**src/rtl/dbi_tx_pkg.sv**
```systemverilog
// -----------------------------------------------------------------------------
// dbi_tx_pkg
// Shared definitions for the DBI transmitter: PHY state encoding, default
// strobe timing, and the DCX level constants. The upstream command/stream FSM
// imports the same package so both sides agree on DCX polarity.
// -----------------------------------------------------------------------------
package dbi_tx_pkg;

    typedef enum logic [2:0] {
        ST_IDLE     = 3'd0,
        ST_CS_SETUP = 3'd1,
        ST_CMD_WL   = 3'd2,
        ST_CMD_WH   = 3'd3,
        ST_DAT_WL   = 3'd4,
        ST_DAT_WH   = 3'd5,
        ST_NEXT     = 3'd6,
        ST_CS_HOLD  = 3'd7
    } dbi_tx_state_e;

    localparam int unsigned DEF_DBI_IF_D_W   = 8;
    localparam int unsigned DEF_CS_SETUP_CYC = 1;
    localparam int unsigned DEF_WR_LOW_CYC   = 2;
    localparam int unsigned DEF_WR_HIGH_CYC  = 2;
    localparam int unsigned DEF_CS_HOLD_CYC  = 1;
    localparam int unsigned DEF_CNT_W        = 8;

    localparam logic DCX_CMD = 1'b0;
    localparam logic DCX_DAT = 1'b1;

    // States in which the PHY can take a new beat.
    function automatic logic st_accepts(dbi_tx_state_e s);
        return (s == ST_IDLE) || (s == ST_NEXT);
    endfunction

    // States that drive WRX low.
    function automatic logic st_wr_low(dbi_tx_state_e s);
        return (s == ST_CMD_WL) || (s == ST_DAT_WL);
    endfunction

endpackage

```
**src/rtl/dbi_tx_phy_if.sv**
```systemverilog
// -----------------------------------------------------------------------------
// dbi_tx_phy_if
// Beat handshake between the DBI TX command/stream FSM (master) and the PHY
// (slave). Signal names carry the PHY-side direction suffix.
//   dtp_tx_cmd_typ_i : DCS command byte (sent with DCX=0)
//   dtp_tx_cmd_dat_i : parameter/pixel byte (sent with DCX=1)
//   dtp_tx_last_i    : final beat of the transaction
//   dtp_tx_vld_i     : beat valid
//   dtp_tx_rdy_o     : PHY can accept a beat
// -----------------------------------------------------------------------------
interface dbi_tx_phy_if #(
    parameter int unsigned DBI_IF_D_W = 8
);
    logic [DBI_IF_D_W-1:0] dtp_tx_cmd_typ_i;
    logic [DBI_IF_D_W-1:0] dtp_tx_cmd_dat_i;
    logic                  dtp_tx_last_i;
    logic                  dtp_tx_vld_i;
    logic                  dtp_tx_rdy_o;

    modport master (
        output dtp_tx_cmd_typ_i,
        output dtp_tx_cmd_dat_i,
        output dtp_tx_last_i,
        output dtp_tx_vld_i,
        input  dtp_tx_rdy_o
    );

    modport slave (
        input  dtp_tx_cmd_typ_i,
        input  dtp_tx_cmd_dat_i,
        input  dtp_tx_last_i,
        input  dtp_tx_vld_i,
        output dtp_tx_rdy_o
    );
endinterface

```
**src/rtl/dbi_tx_phy.sv**
```systemverilog
// -----------------------------------------------------------------------------
// dbi_tx_phy
// Serialises command/data beats onto a MIPI DBI Type-B (8080, write-only)
// parallel bus. WRX strobe and CSX framing widths are parameterised in clock
// cycles and timed by a single down-counter.
// Ports:
//   clk, rst_n  : system clock, asynchronous active-low reset
//   up          : beat handshake (dbi_tx_phy_if.slave)
//   dbi_csx_o   : chip select, active low
//   dbi_dcx_o   : 0 = command, 1 = data
//   dbi_wrx_o   : write strobe (display latches on rising edge)
//   dbi_rdx_o   : read strobe, tied high
//   dbi_d_o     : bus data
//   dbi_busy_o  : high whenever not IDLE
// All outputs are registered.
// -----------------------------------------------------------------------------
module dbi_tx_phy
    import dbi_tx_pkg::*;
#(
    parameter int unsigned DBI_IF_D_W   = DEF_DBI_IF_D_W,
    parameter int unsigned CS_SETUP_CYC = DEF_CS_SETUP_CYC,
    parameter int unsigned WR_LOW_CYC   = DEF_WR_LOW_CYC,
    parameter int unsigned WR_HIGH_CYC  = DEF_WR_HIGH_CYC,
    parameter int unsigned CS_HOLD_CYC  = DEF_CS_HOLD_CYC,
    parameter int unsigned CNT_W        = DEF_CNT_W
) (
    input  logic                  clk,
    input  logic                  rst_n,
    dbi_tx_phy_if.slave           up,
    output logic                  dbi_csx_o,
    output logic                  dbi_dcx_o,
    output logic                  dbi_wrx_o,
    output logic                  dbi_rdx_o,
    output logic [DBI_IF_D_W-1:0] dbi_d_o,
    output logic                  dbi_busy_o
);

    localparam logic [CNT_W-1:0] LD_SETUP = CNT_W'(CS_SETUP_CYC - 1);
    localparam logic [CNT_W-1:0] LD_LOW   = CNT_W'(WR_LOW_CYC - 1);
    localparam logic [CNT_W-1:0] LD_HIGH  = CNT_W'(WR_HIGH_CYC - 1);
    localparam logic [CNT_W-1:0] LD_HOLD  = CNT_W'(CS_HOLD_CYC - 1);

    dbi_tx_state_e         state_q, state_d;
    logic [CNT_W-1:0]      cnt_q, cnt_d;

    logic [DBI_IF_D_W-1:0] typ_q, dat_q;
    logic                  last_q;

    logic                  csx_q, csx_d;
    logic                  dcx_q, dcx_d;
    logic                  wrx_q, wrx_d;
    logic                  rdy_q, rdy_d;
    logic                  busy_q, busy_d;
    logic [DBI_IF_D_W-1:0] d_q, d_d;

    logic                  accept;
    logic                  cnt_done;
    logic [DBI_IF_D_W-1:0] dat_src;

    function automatic logic [CNT_W-1:0] phase_load(dbi_tx_state_e s);
        case (s)
            ST_CS_SETUP:          return LD_SETUP;
            ST_CMD_WL, ST_DAT_WL: return LD_LOW;
            ST_CMD_WH, ST_DAT_WH: return LD_HIGH;
            ST_CS_HOLD:           return LD_HOLD;
            default:              return '0;
        endcase
    endfunction

    assign accept   = up.dtp_tx_vld_i & rdy_q;
    assign cnt_done = (cnt_q == '0);
    // A beat accepted in NEXT goes straight to DAT_WL, so its byte must be
    // taken from the port rather than the (not yet updated) latch.
    assign dat_src  = accept ? up.dtp_tx_cmd_dat_i : dat_q;

    // Next-state and timing counter.
    always_comb begin
        state_d = state_q;
        cnt_d   = cnt_q;

        case (state_q)
            ST_IDLE:     if (accept)   state_d = ST_CS_SETUP;
            ST_CS_SETUP: if (cnt_done) state_d = ST_CMD_WL;
            ST_CMD_WL:   if (cnt_done) state_d = ST_CMD_WH;
            ST_CMD_WH:   if (cnt_done) state_d = last_q ? ST_CS_HOLD : ST_DAT_WL;
            ST_DAT_WL:   if (cnt_done) state_d = ST_DAT_WH;
            ST_DAT_WH:   if (cnt_done) state_d = last_q ? ST_CS_HOLD : ST_NEXT;
            ST_NEXT:     if (accept)   state_d = ST_DAT_WL;
            ST_CS_HOLD:  if (cnt_done) state_d = ST_IDLE;
            default:                   state_d = ST_IDLE;
        endcase

        // No state re-enters itself, so a state change is a phase entry.
        if (state_d != state_q) begin
            cnt_d = phase_load(state_d);
        end else if (!cnt_done) begin
            cnt_d = cnt_q - 1'b1;
        end
    end

    // Output next values derived from the next state, so the registered
    // outputs line up with the state they belong to.
    always_comb begin
        csx_d  = (state_d == ST_IDLE);
        wrx_d  = ~st_wr_low(state_d);
        rdy_d  = st_accepts(state_d);
        busy_d = (state_d != ST_IDLE);
        dcx_d  = dcx_q;
        d_d    = d_q;

        if (state_d == ST_IDLE) begin
            dcx_d = DCX_DAT;
            d_d   = '0;
        end else if (state_d != state_q) begin
            if (state_d == ST_CMD_WL) begin
                dcx_d = DCX_CMD;
                d_d   = typ_q;
            end else if (state_d == ST_DAT_WL) begin
                dcx_d = DCX_DAT;
                d_d   = dat_src;
            end
        end
    end

    always_ff @(posedge clk or negedge rst_n) begin
        if (!rst_n) begin
            state_q <= ST_IDLE;
            cnt_q   <= '0;
            typ_q   <= '0;
            dat_q   <= '0;
            last_q  <= 1'b0;
            csx_q   <= 1'b1;
            dcx_q   <= 1'b1;
            wrx_q   <= 1'b1;
            rdy_q   <= 1'b1;
            busy_q  <= 1'b0;
            d_q     <= '0;
        end else begin
            state_q <= state_d;
            cnt_q   <= cnt_d;
            if (accept) begin
                typ_q  <= up.dtp_tx_cmd_typ_i;
                dat_q  <= up.dtp_tx_cmd_dat_i;
                last_q <= up.dtp_tx_last_i;
            end
            csx_q   <= csx_d;
            dcx_q   <= dcx_d;
            wrx_q   <= wrx_d;
            rdy_q   <= rdy_d;
            busy_q  <= busy_d;
            d_q     <= d_d;
        end
    end

    assign up.dtp_tx_rdy_o = rdy_q;
    assign dbi_csx_o       = csx_q;
    assign dbi_dcx_o       = dcx_q;
    assign dbi_wrx_o       = wrx_q;
    assign dbi_rdx_o       = 1'b1;
    assign dbi_d_o         = d_q;
    assign dbi_busy_o      = busy_q;

endmodule
```
**src/flat_wrapper.sv**
```systemverilog
// flat-port wrapper written by rule: the top's interface ports become plain ports
module dbi_tx_phy_flat import dbi_tx_pkg::*;
#(
    parameter int unsigned DBI_IF_D_W   = DEF_DBI_IF_D_W,
    parameter int unsigned CS_SETUP_CYC = DEF_CS_SETUP_CYC,
    parameter int unsigned WR_LOW_CYC   = DEF_WR_LOW_CYC,
    parameter int unsigned WR_HIGH_CYC  = DEF_WR_HIGH_CYC,
    parameter int unsigned CS_HOLD_CYC  = DEF_CS_HOLD_CYC,
    parameter int unsigned CNT_W        = DEF_CNT_W
)
  (clk, rst_n, dbi_csx_o, dbi_dcx_o, dbi_wrx_o, dbi_rdx_o, dbi_d_o, dbi_busy_o, up_dtp_tx_cmd_typ_i, up_dtp_tx_cmd_dat_i, up_dtp_tx_last_i, up_dtp_tx_vld_i, up_dtp_tx_rdy_o);
  dbi_tx_phy_if #(.DBI_IF_D_W(DBI_IF_D_W)) up_i ();
  input  logic clk;
  input  logic rst_n;
  output logic dbi_csx_o;
  output logic dbi_dcx_o;
  output logic dbi_wrx_o;
  output logic dbi_rdx_o;
  output logic [DBI_IF_D_W-1:0] dbi_d_o;
  output logic dbi_busy_o;
  input wire logic [$bits(up_i.dtp_tx_cmd_typ_i)-1:0] up_dtp_tx_cmd_typ_i;
  input wire logic [$bits(up_i.dtp_tx_cmd_dat_i)-1:0] up_dtp_tx_cmd_dat_i;
  input wire logic [$bits(up_i.dtp_tx_last_i)-1:0] up_dtp_tx_last_i;
  input wire logic [$bits(up_i.dtp_tx_vld_i)-1:0] up_dtp_tx_vld_i;
  output wire logic [$bits(up_i.dtp_tx_rdy_o)-1:0] up_dtp_tx_rdy_o;
  assign up_i.dtp_tx_cmd_typ_i = up_dtp_tx_cmd_typ_i;
  assign up_i.dtp_tx_cmd_dat_i = up_dtp_tx_cmd_dat_i;
  assign up_i.dtp_tx_last_i = up_dtp_tx_last_i;
  assign up_i.dtp_tx_vld_i = up_dtp_tx_vld_i;
  assign up_dtp_tx_rdy_o = up_i.dtp_tx_rdy_o;
  dbi_tx_phy #(.DBI_IF_D_W(DBI_IF_D_W), .CS_SETUP_CYC(CS_SETUP_CYC), .WR_LOW_CYC(WR_LOW_CYC), .WR_HIGH_CYC(WR_HIGH_CYC), .CS_HOLD_CYC(CS_HOLD_CYC), .CNT_W(CNT_W)) u_core (.clk(clk), .rst_n(rst_n), .up(up_i), .dbi_csx_o(dbi_csx_o), .dbi_dcx_o(dbi_dcx_o), .dbi_wrx_o(dbi_wrx_o), .dbi_rdx_o(dbi_rdx_o), .dbi_d_o(dbi_d_o), .dbi_busy_o(dbi_busy_o));
endmodule
```
**config.mk**
```make
export PLATFORM = sky130hd
export DESIGN_NAME = dbi_tx_phy_flat
export DESIGN_NICKNAME = d
export VERILOG_FILES = /design/src/rtl/dbi_tx_pkg.sv /design/src/rtl/dbi_tx_phy_if.sv /design/src/rtl/dbi_tx_phy.sv /design/src/flat_wrapper.sv
export SDC_FILE = /design/constraint.sdc
export NUM_CORES = 1
export LEC_CHECK = 0
export CAP_MARGIN = 10
export CORE_ASPECT_RATIO = 0.6
export CORE_UTILIZATION = 35
export CTS_CLUSTER_DIAMETER = 60
export DETAILED_ROUTE_END_ITERATION = 8
export PLACE_DENSITY_LB_ADDON = 0.12
export SYNTH_ARGS = -nofsm -noshare
export SYNTH_HDL_FRONTEND = slang
export SYNTH_SLANG_ARGS = --single-unit
```
**constraint.sdc**
```tcl
create_clock -name clk -period 2.3 [get_ports clk]
set_clock_uncertainty 0.1 [all_clocks]
set_input_delay 0.345 -clock clk [delete_from_list [all_inputs] [get_ports clk]]
set_output_delay 0.345 -clock clk [all_outputs]
set_load 0.02 [all_outputs]
```
Word level (Yosys, flattened, before mapping)
Cells that the tools add are included.

word-level totals
  flip-flop bits (word level) = 41
  output and inout port bits = 14
  word-level logic and storage cells = 61

operators by class
  $add $sub $neg = 1
  eq/ne operators = 14
  mux-type cells = 23
  bitwise operators = 2
  reductions and logical operators = 10

operators with widths
  kind                                                                count
  8-bit two-way mux                                                   7
  3-bit two-way mux                                                   8
  3-bit one-hot mux with 8 select lines                               1
  3-bit == test, second input constant                                7
  3-bit by 2-bit == test with 1-bit output, second input constant     4
  8-bit zero test                                                     1
  8-bit by 1-bit subtractor with 8-bit output, second input constant  1
  3-bit zero test                                                     2
  1-bit two-way mux                                                   6
  3-bit nonzero test                                                  2
  4-bit OR reduction                                                  1
  3-bit by 1-bit == test with 1-bit output, second input constant     1
  3-bit != test                                                       1
  1-bit logical OR                                                    2
  2-bit two-way mux                                                   1
  2-bit != test, second input constant                                1
  2-bit AND reduction                                                 1
  2-bit nonzero test                                                  1
  1-bit AND                                                           1
  1-bit NOT                                                           1

Logic depth before layout (Yosys ltp)
  depth in word-level cells = 8
  mapped depth = 7
  mapped depth without buffers = 6

Worst setup path before layout
No wires, ideal clock.

  path type = flip-flop to flip-flop
  start = register u_core.cnt_q[0]
  end = register u_core.d_q[0] (netlist: u_core.dbi_d_o[0])
  library setup time = 0.135 ns
  arrival = 1.903 ns
  path slack = 0.162 ns
  cell stages (with the launch flop) = 8
  buffers on the path = 1
  clock period less this slack = 2.138 ns
  cells stage by stage = dfrtp_1 > inv_1 > ha_1 > nor3b_2 > buf_2 > nand4_1 > a211oi_1 > o32ai_1

between the ends
  word-level cells in the longest chain between the ends = 7

RTL lines
  element                                    line               RTL
  start: declaration                         dbi_tx_phy.sv:44   logic [CNT_W-1:0] cnt_q, cnt_d;
  start signal: assignment                   dbi_tx_phy.sv:140  cnt_q <= cnt_d;
  8-bit zero test *                          dbi_tx_phy.sv:71   assign cnt_done = (cnt_q == '0);
  3-bit two-way mux (tied with other cells)  dbi_tx_phy.sv:89   ST_CS_HOLD: if (cnt_done) state_d = ST_IDLE;
  3-bit one-hot mux with 8 select lines *    dbi_tx_phy.sv:81   case (state_q)
  3-bit by 2-bit == test with 1-bit output   dbi_tx_phy.sv:115  if (state_d == ST_CMD_WL) begin
  8-bit two-way mux                          dbi_tx_phy.sv:115
  8-bit two-way mux                          dbi_tx_phy.sv:114  end else if (state_d != state_q) begin
  8-bit two-way mux                          dbi_tx_phy.sv:111  if (state_d == ST_IDLE) begin
  end signal: assignment                     dbi_tx_phy.sv:137  d_q <= '0;
  end signal: assignment                     dbi_tx_phy.sv:151  d_q <= d_d;
  end: declaration                           dbi_tx_phy.sv:54   logic [DBI_IF_D_W-1:0] d_q, d_d;

Every way passes the cells marked *; elsewhere a longest branch is shown, timed or not. The select of a mux whose other input is x is not followed.
A chain may end at the register's enable or synchronous reset.

Worst setup path in the final report
  start = register u_core.cnt_q[2]
  end = register u_core.cnt_q[0]

between the ends
  word-level cells in the longest chain between the ends = 7

RTL lines
  element                                                                    line              RTL
  8-bit zero test *                                                          dbi_tx_phy.sv:71
  3-bit two-way mux (tied with other cells)                                  dbi_tx_phy.sv:89
  3-bit one-hot mux with 8 select lines                                      dbi_tx_phy.sv:81
  3-bit by 2-bit == test with 1-bit output or 3-bit == test (tied branches)  dbi_tx_phy.sv:61  case (s)
  4-bit OR reduction (no source line)                                        n/a
  1-bit two-way mux                                                          dbi_tx_phy.sv:61
  8-bit two-way mux                                                          dbi_tx_phy.sv:94  if (state_d != state_q) begin

Every way passes the cells marked *; elsewhere a longest branch is shown, timed or not.

==> impl_metrics.env <==
export IMPL_chipHeight_um=61.9
export IMPL_ant_nets=0
export IMPL_r2r_start="u_core.cnt_q[2]"
export IMPL_drive_gt1_share_pct=23.0
export IMPL_synth_ff_type="dfrtp_1"
export IMPL_max_cap_violations=0
export IMPL_worst_pin_slew_ns=0.937
export IMPL_instances_no_fill=315
export IMPL_synth_most_common_cell="dfrtp_1"
export IMPL_num_rows=21
export IMPL_regToRegSetupSlack_ns=0.16
export IMPL_diodes=0
export IMPL_finalWirelength_mm=5.17
export IMPL_start_util_pct=36.8
export IMPL_synth_fp_nets=212
export IMPL_ios=34
export IMPL_synth_area_um2=2090
export IMPL_root_buffer="clkbuf_8"
export IMPL_wl_per_cell_um=16.4
export IMPL_relSlewSlack_pct=37.5
export IMPL_ir_worst_vdd_uv=500
export IMPL_grtUsageTotal_pct=17.7
export IMPL_cp_arrival_ns=2.25
export IMPL_drv_slew=0
export IMPL_clockBufferDepth=2
export IMPL_critPathLaunch="u_core.cnt_q[2]"
export IMPL_hold_buffers=0
export IMPL_core_area_um2=5680
export IMPL_numCtsBuffers=5
export IMPL_grt_setup_unrepaired="no"
export IMPL_grt_pass1_vias=1586
export IMPL_status="finished clean"
export IMPL_clock_latency_ns=0.29
export IMPL_first_pass_iters=4
export IMPL_fin_util_pct=47.1
export IMPL_hp_class="in -> async"
export IMPL_grt_ovfl_total=0
export IMPL_grt_pass1_wl_mm=8.16
export IMPL_synth_edf_count=0
export IMPL_h_tree_depth=2
export IMPL_layout_nets=255
export IMPL_ys_seq_area_share_pct=49.3
export IMPL_clock_sinks=41
export IMPL_crit_type="reg -> reg"
export IMPL_cts_tree="done"
export IMPL_port_buffers=32
export IMPL_dpl_hpwl_mm=3.77
export IMPL_clk_pin_slew_ns=0.08
export IMPL_yosys_area_top_type="dfrtp_1"
export IMPL_syn_inst=191
export IMPL_dieArea_um2=6300
export IMPL_yosys_warnings=0
export IMPL_period_share_pct=92.9
export IMPL_leakagePower_nw=1.07
export IMPL_die_x_um=102
export IMPL_drt_initial_drc_count=151
export IMPL_setup_viol=0
export IMPL_cp_end_kind="register"
export IMPL_crit_path_start_kind="register"
export IMPL_synth_cell_types=49
export IMPL_ys_top_cells_by_count="dfrtp_1, mux2_2, a211oi_1, nor3_1"
export IMPL_yosys_top_cells_area="dfrtp_1, mux2_2, dfstp_2"
export IMPL_ys_ff_latch=41
export IMPL_powerDensity_nw_per_um2=1200
export IMPL_r2r_end="u_core.cnt_q[0]"
export IMPL_hold_viol_final=0
export IMPL_remaining_drc_errors=0
export IMPL_gp_congestion=0.818
export IMPL_syn_mean_instance_area_um2=10.9
export IMPL_netlist_area_leader_share_pct=44.3
export IMPL_grt_max_degree=42
export IMPL_rr_worst_depth=6
export IMPL_crit_required_ns=2.41
export IMPL_antenna_found_initial=0
export IMPL_cp_max_fo=16
export IMPL_viasPerCell=5.36
export IMPL_area_growth_pct=27.9
export IMPL_fmax_ghz=0.468
export IMPL_endpoint="u_core.cnt_q[0]"
export IMPL_dp_cells=305
export IMPL_min_period_ns=2.14
export IMPL_routed_via_count=1688
export IMPL_async_flop_share_pct=100
area by class of cell:
type,count,area (µm²)
clock buffers,6,72.6
repair buffers,48,448
multi-input cells,130,982
clock inverters,2,10.0
well taps,80,100
fillers,533,3000
inverters,8,30.0
flip-flops and latches,41,1030
flip-flops by register name, indices dropped and copies added, names as in the netlist:
name and cells:
u_core.cnt_q 8, u_core.dat_q 8, u_core.dbi_d_o 8, u_core.typ_q 8, u_core.state_q 3, u_core.dbi_busy_o 1
u_core.dbi_csx_o 1, u_core.dbi_dcx_o 1, u_core.dbi_wrx_o 1, u_core.last_q 1, u_core.up.dtp_tx_rdy_o 1
report_power, final:
group / internal, W / total (W) / switching [W]
Combinational: 0.000687 / 0.00145 / 0.000760
Clock: 0.000210 / 0.000452 / 0.000241
Sequential: 0.00105 / 0.00132 / 0.000266
Total: 0.00195 / 0.00322 / 0.00127
kinds of logic after synthesis:
logic type / share of synthesized area [%]
fa+ha+maj: 0.598
mux: 9.10
other cells: 0.179
buf+inv: 3.83
flops: 49.3
simple gates: 16.6
compound gates: 17.8
xor+xnor: 2.51
metal layers:
layer  global-route usage (%)  share of wire, %  vias up
met5                        0                 0        -
met4                     4.35              0.72        0
met3                     3.69               6.0        5
met2                     23.9                39       55
met1                     28.0                54      810
li1                         -                 -      818
worst max-delay path, cell delays in order, from the launching register on:
cell and delay [ns]:
dfrtp_1 0.39, buf_4 0.16, nor4_4 0.28, buf_4 0.28, nand2_1 0.21, o21ai_2 0.42
mux2i_1 0.23
cell usage in the layout (no fill, tap or decap), drive strengths merged, types with 2 or more instances in the layout:
master / Yosys / routed
clkinv: 2 / 3
a2111oi: 5 / 5
a21oi: 10 / 10
dfstp: 4 / 4
or4: 2 / 2
nand2: 8 / 8
mux2: 16 / 16
o32ai: 8 / 8
clkbuf: 9 / 6
nand3: 10 / 10
xor2: 2 / 2
and2: 2 / 2
a211oi: 12 / 12
clkdlybuf4s50: 0 / 31
o31ai: 2 / 2
nor3: 12 / 12
buf: 3 / 17
nor2: 9 / 9
inv: 6 / 7
xnor2: 4 / 4
a211o: 2 / 2
nor4: 2 / 2
nand4: 3 / 3
dfrtp: 37 / 37
timing repair:
action	in CTS	in global routing
setup endpoints to repair	0	8
setup buffers	0	2
gates resized for setup	0	2
through the flow:
stage               hold WS, ns  setup TNS [ns]  instance area [µm²]  setup slack, ns  power (W)
detailed placement        0.395          -0.549                 2570          -0.0903    0.00276
floorplan               -0.0506               0                 2090            0.162    0.00220
CTS                       0.111               0                 2660           0.0157    0.00323
finish                   0.0898               0                 2670            0.163    0.00322
global placement          0.390        -0.00498                 2570         -0.00498    0.00271
global route              0.157               0                 2670           0.0410    0.00344
how the worst min path moves through the flow:
stage                     cells past startpoint  slack (ns)          endpoint
after floorplan                               0       -0.05   u_core.cnt_q[0]
after CTS                                     1        0.11   u_core.typ_q[5]
after global routing                          1        0.16   u_core.typ_q[5]
after global placement                        2        0.39  u_core.dbi_dcx_o
after detailed placement                      1        0.40   u_core.dat_q[7]
final                                         1        0.09   u_core.typ_q[5]
Power figures use the tool's default switching activity.
